===== src/rtl/fifo_access_ctrl_if.sv =====
// Bundle of producer, FIFO and consumer signals around fifo_access_ctrl.
// The slave modport is the controller's view. The master modport is the view
// of the surrounding producers, FIFO and consumer.
interface fifo_access_ctrl_if #(
    parameter int WIDTH = 8,
    parameter int DEPTH = 16
);
    localparam int LW = $clog2(DEPTH) + 1;

    logic             req0;
    logic             req1;
    logic [WIDTH-1:0] din0;
    logic [WIDTH-1:0] din1;
    logic             gnt0;
    logic             gnt1;
    logic             fifo_wr_en;
    logic [WIDTH-1:0] fifo_data_in;
    logic             fifo_rd_en;
    logic [WIDTH-1:0] fifo_data_out;
    logic             fifo_full;
    logic             fifo_empty;
    logic             out_valid;
    logic [WIDTH-1:0] out_data;
    logic             out_ready;
    logic [LW-1:0]    level;

    modport slave (
        input  req0, req1, din0, din1, fifo_data_out, fifo_full, fifo_empty, out_ready,
        output gnt0, gnt1, fifo_wr_en, fifo_data_in, fifo_rd_en, out_valid, out_data, level
    );

    modport master (
        output req0, req1, din0, din1, fifo_data_out, fifo_full, fifo_empty, out_ready,
        input  gnt0, gnt1, fifo_wr_en, fifo_data_in, fifo_rd_en, out_valid, out_data, level
    );
endinterface


===== src/rtl/fifo_access_ctrl.sv =====
// Two-producer write arbiter and single-consumer read sequencer for an
// external FIFO with one-cycle read latency. Writes are credit-limited by a
// local occupancy count. Reads are issued one at a time.
//
// state | meaning
// IDLE  | no word held; waiting for the FIFO to report data
// ISSUE | fifo_rd_en high for this single cycle
// CAPT  | FIFO read data arrives; latched into out_data at the end of the cycle
// VALID | out_data offered to the consumer until out_ready
module fifo_access_ctrl #(
    parameter int WIDTH = 8,
    parameter int DEPTH = 16
) (
    input  logic             clk,
    input  logic             rst,
    fifo_access_ctrl_if.slave bus
);
    localparam int LW = $clog2(DEPTH) + 1;
    localparam logic [LW-1:0] DEPTH_L = LW'(DEPTH);
    localparam logic [LW-1:0] ONE     = LW'(1);

    typedef enum logic [1:0] {IDLE, ISSUE, CAPT, VALID} state_t;

    state_t           state_q;
    state_t           state_d;
    logic             rr_q;
    logic             credit;
    logic             gnt0;
    logic             gnt1;
    logic             accept;
    logic             wr_en_q;
    logic [WIDTH-1:0] data_in_q;
    logic             rd_en_q;
    logic [WIDTH-1:0] out_data_q;
    logic [LW-1:0]    level_q;

    // Credit check and round-robin grant decode; rr_q = 1 means port 1 has priority.
    always_comb begin
        credit = !rst && !bus.fifo_full && (level_q < DEPTH_L);
        gnt0   = credit && bus.req0 && (!bus.req1 || !rr_q);
        gnt1   = credit && bus.req1 && (!bus.req0 || rr_q);
        accept = gnt0 || gnt1;
    end

    // Register the accepted word toward the FIFO and advance the round-robin pointer.
    always_ff @(posedge clk or posedge rst) begin
        if (rst) begin
            wr_en_q   <= 1'b0;
            data_in_q <= '0;
            rr_q      <= 1'b0;
        end else begin
            wr_en_q <= accept;
            if (accept) begin
                data_in_q <= gnt1 ? bus.din1 : bus.din0;
            end
            if (gnt0) begin
                rr_q <= 1'b1;
            end else if (gnt1) begin
                rr_q <= 1'b0;
            end
        end
    end

    // Occupancy: accepted words minus issued reads, saturating at both ends.
    always_ff @(posedge clk or posedge rst) begin
        if (rst) begin
            level_q <= '0;
        end else begin
            case ({accept, rd_en_q})
                2'b10: level_q <= level_q + ONE;
                2'b01: if (level_q != '0) level_q <= level_q - ONE;
                default: level_q <= level_q;
            endcase
        end
    end

    // Read sequencer next-state logic; fifo_empty is only examined in IDLE and VALID.
    always_comb begin
        state_d = state_q;
        case (state_q)
            IDLE:    if (!bus.fifo_empty) state_d = ISSUE;
            ISSUE:   state_d = CAPT;
            CAPT:    state_d = VALID;
            VALID:   if (bus.out_ready) state_d = bus.fifo_empty ? IDLE : ISSUE;
            default: state_d = IDLE;
        endcase
    end

    // Read sequencer state, registered read strobe and output data capture.
    always_ff @(posedge clk or posedge rst) begin
        if (rst) begin
            state_q    <= IDLE;
            rd_en_q    <= 1'b0;
            out_data_q <= '0;
        end else begin
            state_q <= state_d;
            rd_en_q <= (state_d == ISSUE);
            if (state_q == CAPT) begin
                out_data_q <= bus.fifo_data_out;
            end
        end
    end

    assign bus.gnt0         = gnt0;
    assign bus.gnt1         = gnt1;
    assign bus.fifo_wr_en   = wr_en_q;
    assign bus.fifo_data_in = data_in_q;
    assign bus.fifo_rd_en   = rd_en_q;
    assign bus.out_valid    = (state_q == VALID);
    assign bus.out_data     = out_data_q;
    assign bus.level        = level_q;
endmodule


===== src/flat_wrapper.sv =====
// flat-port wrapper written by rule: the top's interface ports become plain ports
module fifo_access_ctrl_flat 
#(
    parameter int WIDTH = 8,
    parameter int DEPTH = 16
)
  (clk, rst, bus_req0, bus_req1, bus_din0, bus_din1, bus_fifo_data_out, bus_fifo_full, bus_fifo_empty, bus_out_ready, bus_gnt0, bus_gnt1, bus_fifo_wr_en, bus_fifo_data_in, bus_fifo_rd_en, bus_out_valid, bus_out_data, bus_level);
  fifo_access_ctrl_if #(.WIDTH(WIDTH), .DEPTH(DEPTH)) bus_i ();
  input  logic clk;
  input  logic rst;
  input wire logic [$bits(bus_i.req0)-1:0] bus_req0;
  input wire logic [$bits(bus_i.req1)-1:0] bus_req1;
  input wire logic [$bits(bus_i.din0)-1:0] bus_din0;
  input wire logic [$bits(bus_i.din1)-1:0] bus_din1;
  input wire logic [$bits(bus_i.fifo_data_out)-1:0] bus_fifo_data_out;
  input wire logic [$bits(bus_i.fifo_full)-1:0] bus_fifo_full;
  input wire logic [$bits(bus_i.fifo_empty)-1:0] bus_fifo_empty;
  input wire logic [$bits(bus_i.out_ready)-1:0] bus_out_ready;
  output wire logic [$bits(bus_i.gnt0)-1:0] bus_gnt0;
  output wire logic [$bits(bus_i.gnt1)-1:0] bus_gnt1;
  output wire logic [$bits(bus_i.fifo_wr_en)-1:0] bus_fifo_wr_en;
  output wire logic [$bits(bus_i.fifo_data_in)-1:0] bus_fifo_data_in;
  output wire logic [$bits(bus_i.fifo_rd_en)-1:0] bus_fifo_rd_en;
  output wire logic [$bits(bus_i.out_valid)-1:0] bus_out_valid;
  output wire logic [$bits(bus_i.out_data)-1:0] bus_out_data;
  output wire logic [$bits(bus_i.level)-1:0] bus_level;
  assign bus_i.req0 = bus_req0;
  assign bus_i.req1 = bus_req1;
  assign bus_i.din0 = bus_din0;
  assign bus_i.din1 = bus_din1;
  assign bus_i.fifo_data_out = bus_fifo_data_out;
  assign bus_i.fifo_full = bus_fifo_full;
  assign bus_i.fifo_empty = bus_fifo_empty;
  assign bus_i.out_ready = bus_out_ready;
  assign bus_gnt0 = bus_i.gnt0;
  assign bus_gnt1 = bus_i.gnt1;
  assign bus_fifo_wr_en = bus_i.fifo_wr_en;
  assign bus_fifo_data_in = bus_i.fifo_data_in;
  assign bus_fifo_rd_en = bus_i.fifo_rd_en;
  assign bus_out_valid = bus_i.out_valid;
  assign bus_out_data = bus_i.out_data;
  assign bus_level = bus_i.level;
  fifo_access_ctrl #(.WIDTH(WIDTH), .DEPTH(DEPTH)) u_core (.clk(clk), .rst(rst), .bus(bus_i));
endmodule

===== config.mk =====
export PLATFORM = sky130hd
export DESIGN_NAME = fifo_access_ctrl_flat
export DESIGN_NICKNAME = d
export VERILOG_FILES = /design/src/rtl/fifo_access_ctrl_if.sv /design/src/rtl/fifo_access_ctrl.sv /design/src/flat_wrapper.sv
export SDC_FILE = /design/constraint.sdc
export NUM_CORES = 1
export LEC_CHECK = 0
export ABC_AREA = 0
export CAP_MARGIN = 15
export CORE_MARGIN = 2
export CORE_UTILIZATION = 44
export DETAILED_ROUTE_END_ITERATION = 8
export PLACE_DENSITY = 0.9
export SYNTH_ARGS = -nofsm -noshare
export SYNTH_HDL_FRONTEND = slang
export SYNTH_SLANG_ARGS = --single-unit

===== constraint.sdc =====
create_clock -name clk -period 3.66 [get_ports clk]
set_input_delay 0.915 -clock clk [delete_from_list [all_inputs] [get_ports clk]]
set_output_delay 0.915 -clock clk [all_outputs]
set_load 0.05 [all_outputs]

==> implementation parameters <==
Parameter                              Value

Route
  Drt total wl ... 3249 um
  Drt first pass iters ... 4
  Drt wl/cell ... 16.16 um
  Antenna Violating Nets Remaining ... 0
  Wire length on met3 ... 291 um
  Top routing layer in use ... met4
  Met2 wirelength from detailed routing ... 1619 um
  Mean number of vias per cell ... 5.383
  # DRC ... 0
  Vias after detailed routing ... 1,082
  M1 WL ... 1322 um
  Initial DRC Count ... 31

CTS
  H-tree level count ... 1
  TritonCTS clock tree ... built
  Cts bufs inserted ... 3
  Post_cts resized ... 0
  Clk sinks ... 26
  Number of buffers added for setup after CTS ... 0
  Clock edge transition at the registers on the reported setup and hold paths ... 0.13 ns
  Skew-Pair Late Insertion Delay ... 0.32 ns
  Longest Clk Path Bufs ... 2
  Post-CTS Hold Fix Bufs ... 0
  Root buffer cell ... sky130_fd_sc_hd__clkbuf_4

Run
  Max-Cap Viols ... 0

STA
  Minimum setup slack in the final design ... 0.5400 ns
  Final total negative setup slack ... 0 ns
  Skew final ... 0.006814 ns
  Max Clk Rate ... 320.5 MHz
  Worst hold slack ... 0.5064 ns
  Clock period minus worst slack ... 3.120 ns
  Number of pins exceeding their max-slew limit in the final report ... 0
  Worst Max-Slew Pin Slew ... 0.9673 ns
  Hold Fails Final Rpt ... 0
  Final period util ... 85.25%
  Headroom to the max-slew limit ... 35.44%
  Finish-stage setup viols ... 0
  Setup repair after global routing missed its margin ... no

Critical path
  CP cell instances ... clkdlybuf4s50_1 > nor3_4 > nand2_1 > a21oi_1 > buf_12
  Critical path fanouts, max ... 6
  Startpoint Class ... primary input
  Path type of the worst setup path ... in2out
  Critical path's largest stage delay ... 0.46 ns
  Worst path arrival time ... 2.20 ns
  Required time reported for the critical path endpoint ... 2.74 ns
  Cell at the slowest stage of the critical path ... sky130_fd_sc_hd__clkdlybuf4s50_1
  Crit path capture type ... output port

Global routing
  Antenna violations before repair ... 0
  Overflow after GRT ... 0
  Pin count of the biggest net entering global routing ... 27
  Wire length of the first global-routing pass ... 5395 um
  Tot GR Track Use ... 21.38%
  Number of global-route vias before repair ... 1,137

Synthesis
  Library cells used by synthesis ... 29
  Commonest cells in the synthesized netlist ... sky130_fd_sc_hd__dfrtp_1 (26), sky130_fd_sc_hd__nand2_1 (12), sky130_fd_sc_hd__mux2i_1 (9), sky130_fd_sc_hd__o21ai_0 (9), sky130_fd_sc_hd__mux2_2 (8)
  Async set-reset flop share out of synthesis ... 100.0%
  Register area share after synthesis ... 51.28%
  Top cells by area, synth ... sky130_fd_sc_hd__dfrtp_1 (51%), sky130_fd_sc_hd__mux2i_1 (7.1%), sky130_fd_sc_hd__mux2_2 (7.1%)
  Synth Register Bits ... 26
  Post-synth EDFFs ... 0
  Mapped Area ... 1269 sq um
  Post-Syn Nets ... 147
  Mean area per synthesized cell ... 11.33 sq um
  Synthesized netlist cell count ... 112
  Area fraction of the dominant cell type after synthesis ... 51.28%
  Most instantiated library cell after synthesis ... sky130_fd_sc_hd__dfrtp_1
  Largest area contributor in the netlist ... sky130_fd_sc_hd__dfrtp_1
  Dominant register cell in the synthesized netlist ... sky130_fd_sc_hd__dfrtp_1
  Yosys warning total ... 0

Die
  Chip Width ... 57.70 um
  Count of boundary I/O pins ... 57
  Area of the placeable core ... 2758 sq um
  Row Count ... 19
  Die boundary height ... 57.70 um
  Area enclosed by the die boundary ... 3329 sq um
  Initial Utilization ... 46.01%

Layout
  Filler cell count ... 210
  Layout overhead on the synthesized area ... 52.56%
  Layout cell share with drive strength beyond 1 ... 12.94%
  Antenna diode instance count ... 0
  NumNets Final ... 206

Pwr
  Total chip power ... 1955 uW
  Peak ir drop on the vdd network ... 0.7595 mV
  Leakage ... 0.0009048 uW
  Pwr dens ... 1010 nW/um^2

Placement
  Total half-perimeter wirelength after legalization and detailed placement ... 2464 um
  Setup slack at placement ... 0.3098 ns
  Routability cong. ... 0.7386
  # port buffers ... 56

Status
  Status ... finished clean

Min path
  Path class of the lowest-slack min-delay path ... reg2reg
## routing by layer
metal / vias to the layer above / global-route usage, %
met5: - / 0
met4: 0 / 4.983
met3: 2 / 6.027
met2: 55 / 36.85
met1: 525 / 26.74
li1: 500 / -
## per-stage QoR
stage                     cells  utilization, %  area, sq um
after detailed placement    197           68.28         1883
after global placement      197           68.28         1883
after global routing        201           70.19         1936
after floorplan             112               -         1269
after CTS                   201           70.19         1936
final                       201           70.19         1936
## cell usage in the layout, fill, tap and decap left out, drive strengths merged
master / synthesis / layout
xnor2: 3 / 3
buf: 1 / 3
inv: 8 / 8
fa: 1 / 1
nor3: 2 / 2
and2: 1 / 1
a211o: 1 / 1
a21bo: 1 / 1
bufinv: 0 / 1
mux2: 9 / 9
nor2b: 3 / 3
clkbuf: 2 / 3
a22o: 2 / 2
a31oi: 1 / 1
mux2i: 9 / 9
a21oi: 6 / 6
dfrtp: 26 / 26
or2: 1 / 1
ha: 3 / 3
clkdlybuf4s50: 0 / 54
and4: 1 / 1
nor2: 2 / 2
a21o: 2 / 2
nand3: 3 / 3
o21ai: 9 / 9
nand2b: 1 / 1
nand2: 14 / 14
## worst paths after layout
kind / startpoint / to / slack (ns) / cells past startpoint
worst max-delay path: rst / bus_gnt0 / 0.54 / 5
worst min register to register: u_core.bus.fifo_data_in[0] / u_core.bus.fifo_data_in[0] / 0.51 / 2
worst max register to register: u_core.bus.level[4] / u_core.bus.level[4] / 1.19 / 9
min in group asynchronous: rst / u_core.bus.fifo_data_in[1] / 1.19 / 2
max in group asynchronous: rst / u_core.bus.level[2] / 1.88 / 2
worst min-delay path: u_core.bus.fifo_data_in[0] / u_core.bus.fifo_data_in[0] / 0.51 / 2
## power breakdown
group / internal (uW) / total (uW) / switching [uW]
Sequential: 428 / 539 / 110
Clock: 111 / 196 / 85.1
Combinational: 475 / 1220 / 746
Total: 1010 / 1950 / 941
## cell families after synthesis
logic type | share of synthesized area, %
simple gates | 12.43
flops | 51.28
compound gates | 10.95
mux | 15.38
buf+inv | 3.353
fa+ha+maj | 4.537
xor+xnor | 2.071
## worst max-delay path: cells and delay by family
kind	cells	cell delay (ns)
AO/OA/AOI/OAI	1	0.23
buffers and inverters	2	0.64
AND/OR/NAND/NOR	2	0.42
## cell type report
type | instances | area [sq um] | share of cell area, %
Sequential cell | 26 | 650.6 | 33.61
Timing Repair Buffer | 57 | 588.1 | 30.38
Multi-Input combinational cell | 75 | 575.6 | 29.73
Tap cell | 31 | 38.79 | 2.004
Clock inverter | 1 | 30.03 | 1.551
Inverter | 8 | 30.03 | 1.551
Clock buffer | 3 | 22.52 | 1.164
## flip-flops by register name, summed over array words and instances (netlist names)
signal	cells
u_core.bus.fifo_rd_en	1
u_core.bus.fifo_wr_en	1
u_core.rr_q	1
u_core.bus.level	5
u_core.bus.fifo_data_in	8
u_core.state_q	2
u_core.bus.out_data	8
Note: power is estimated with default switching activity, not from simulation.
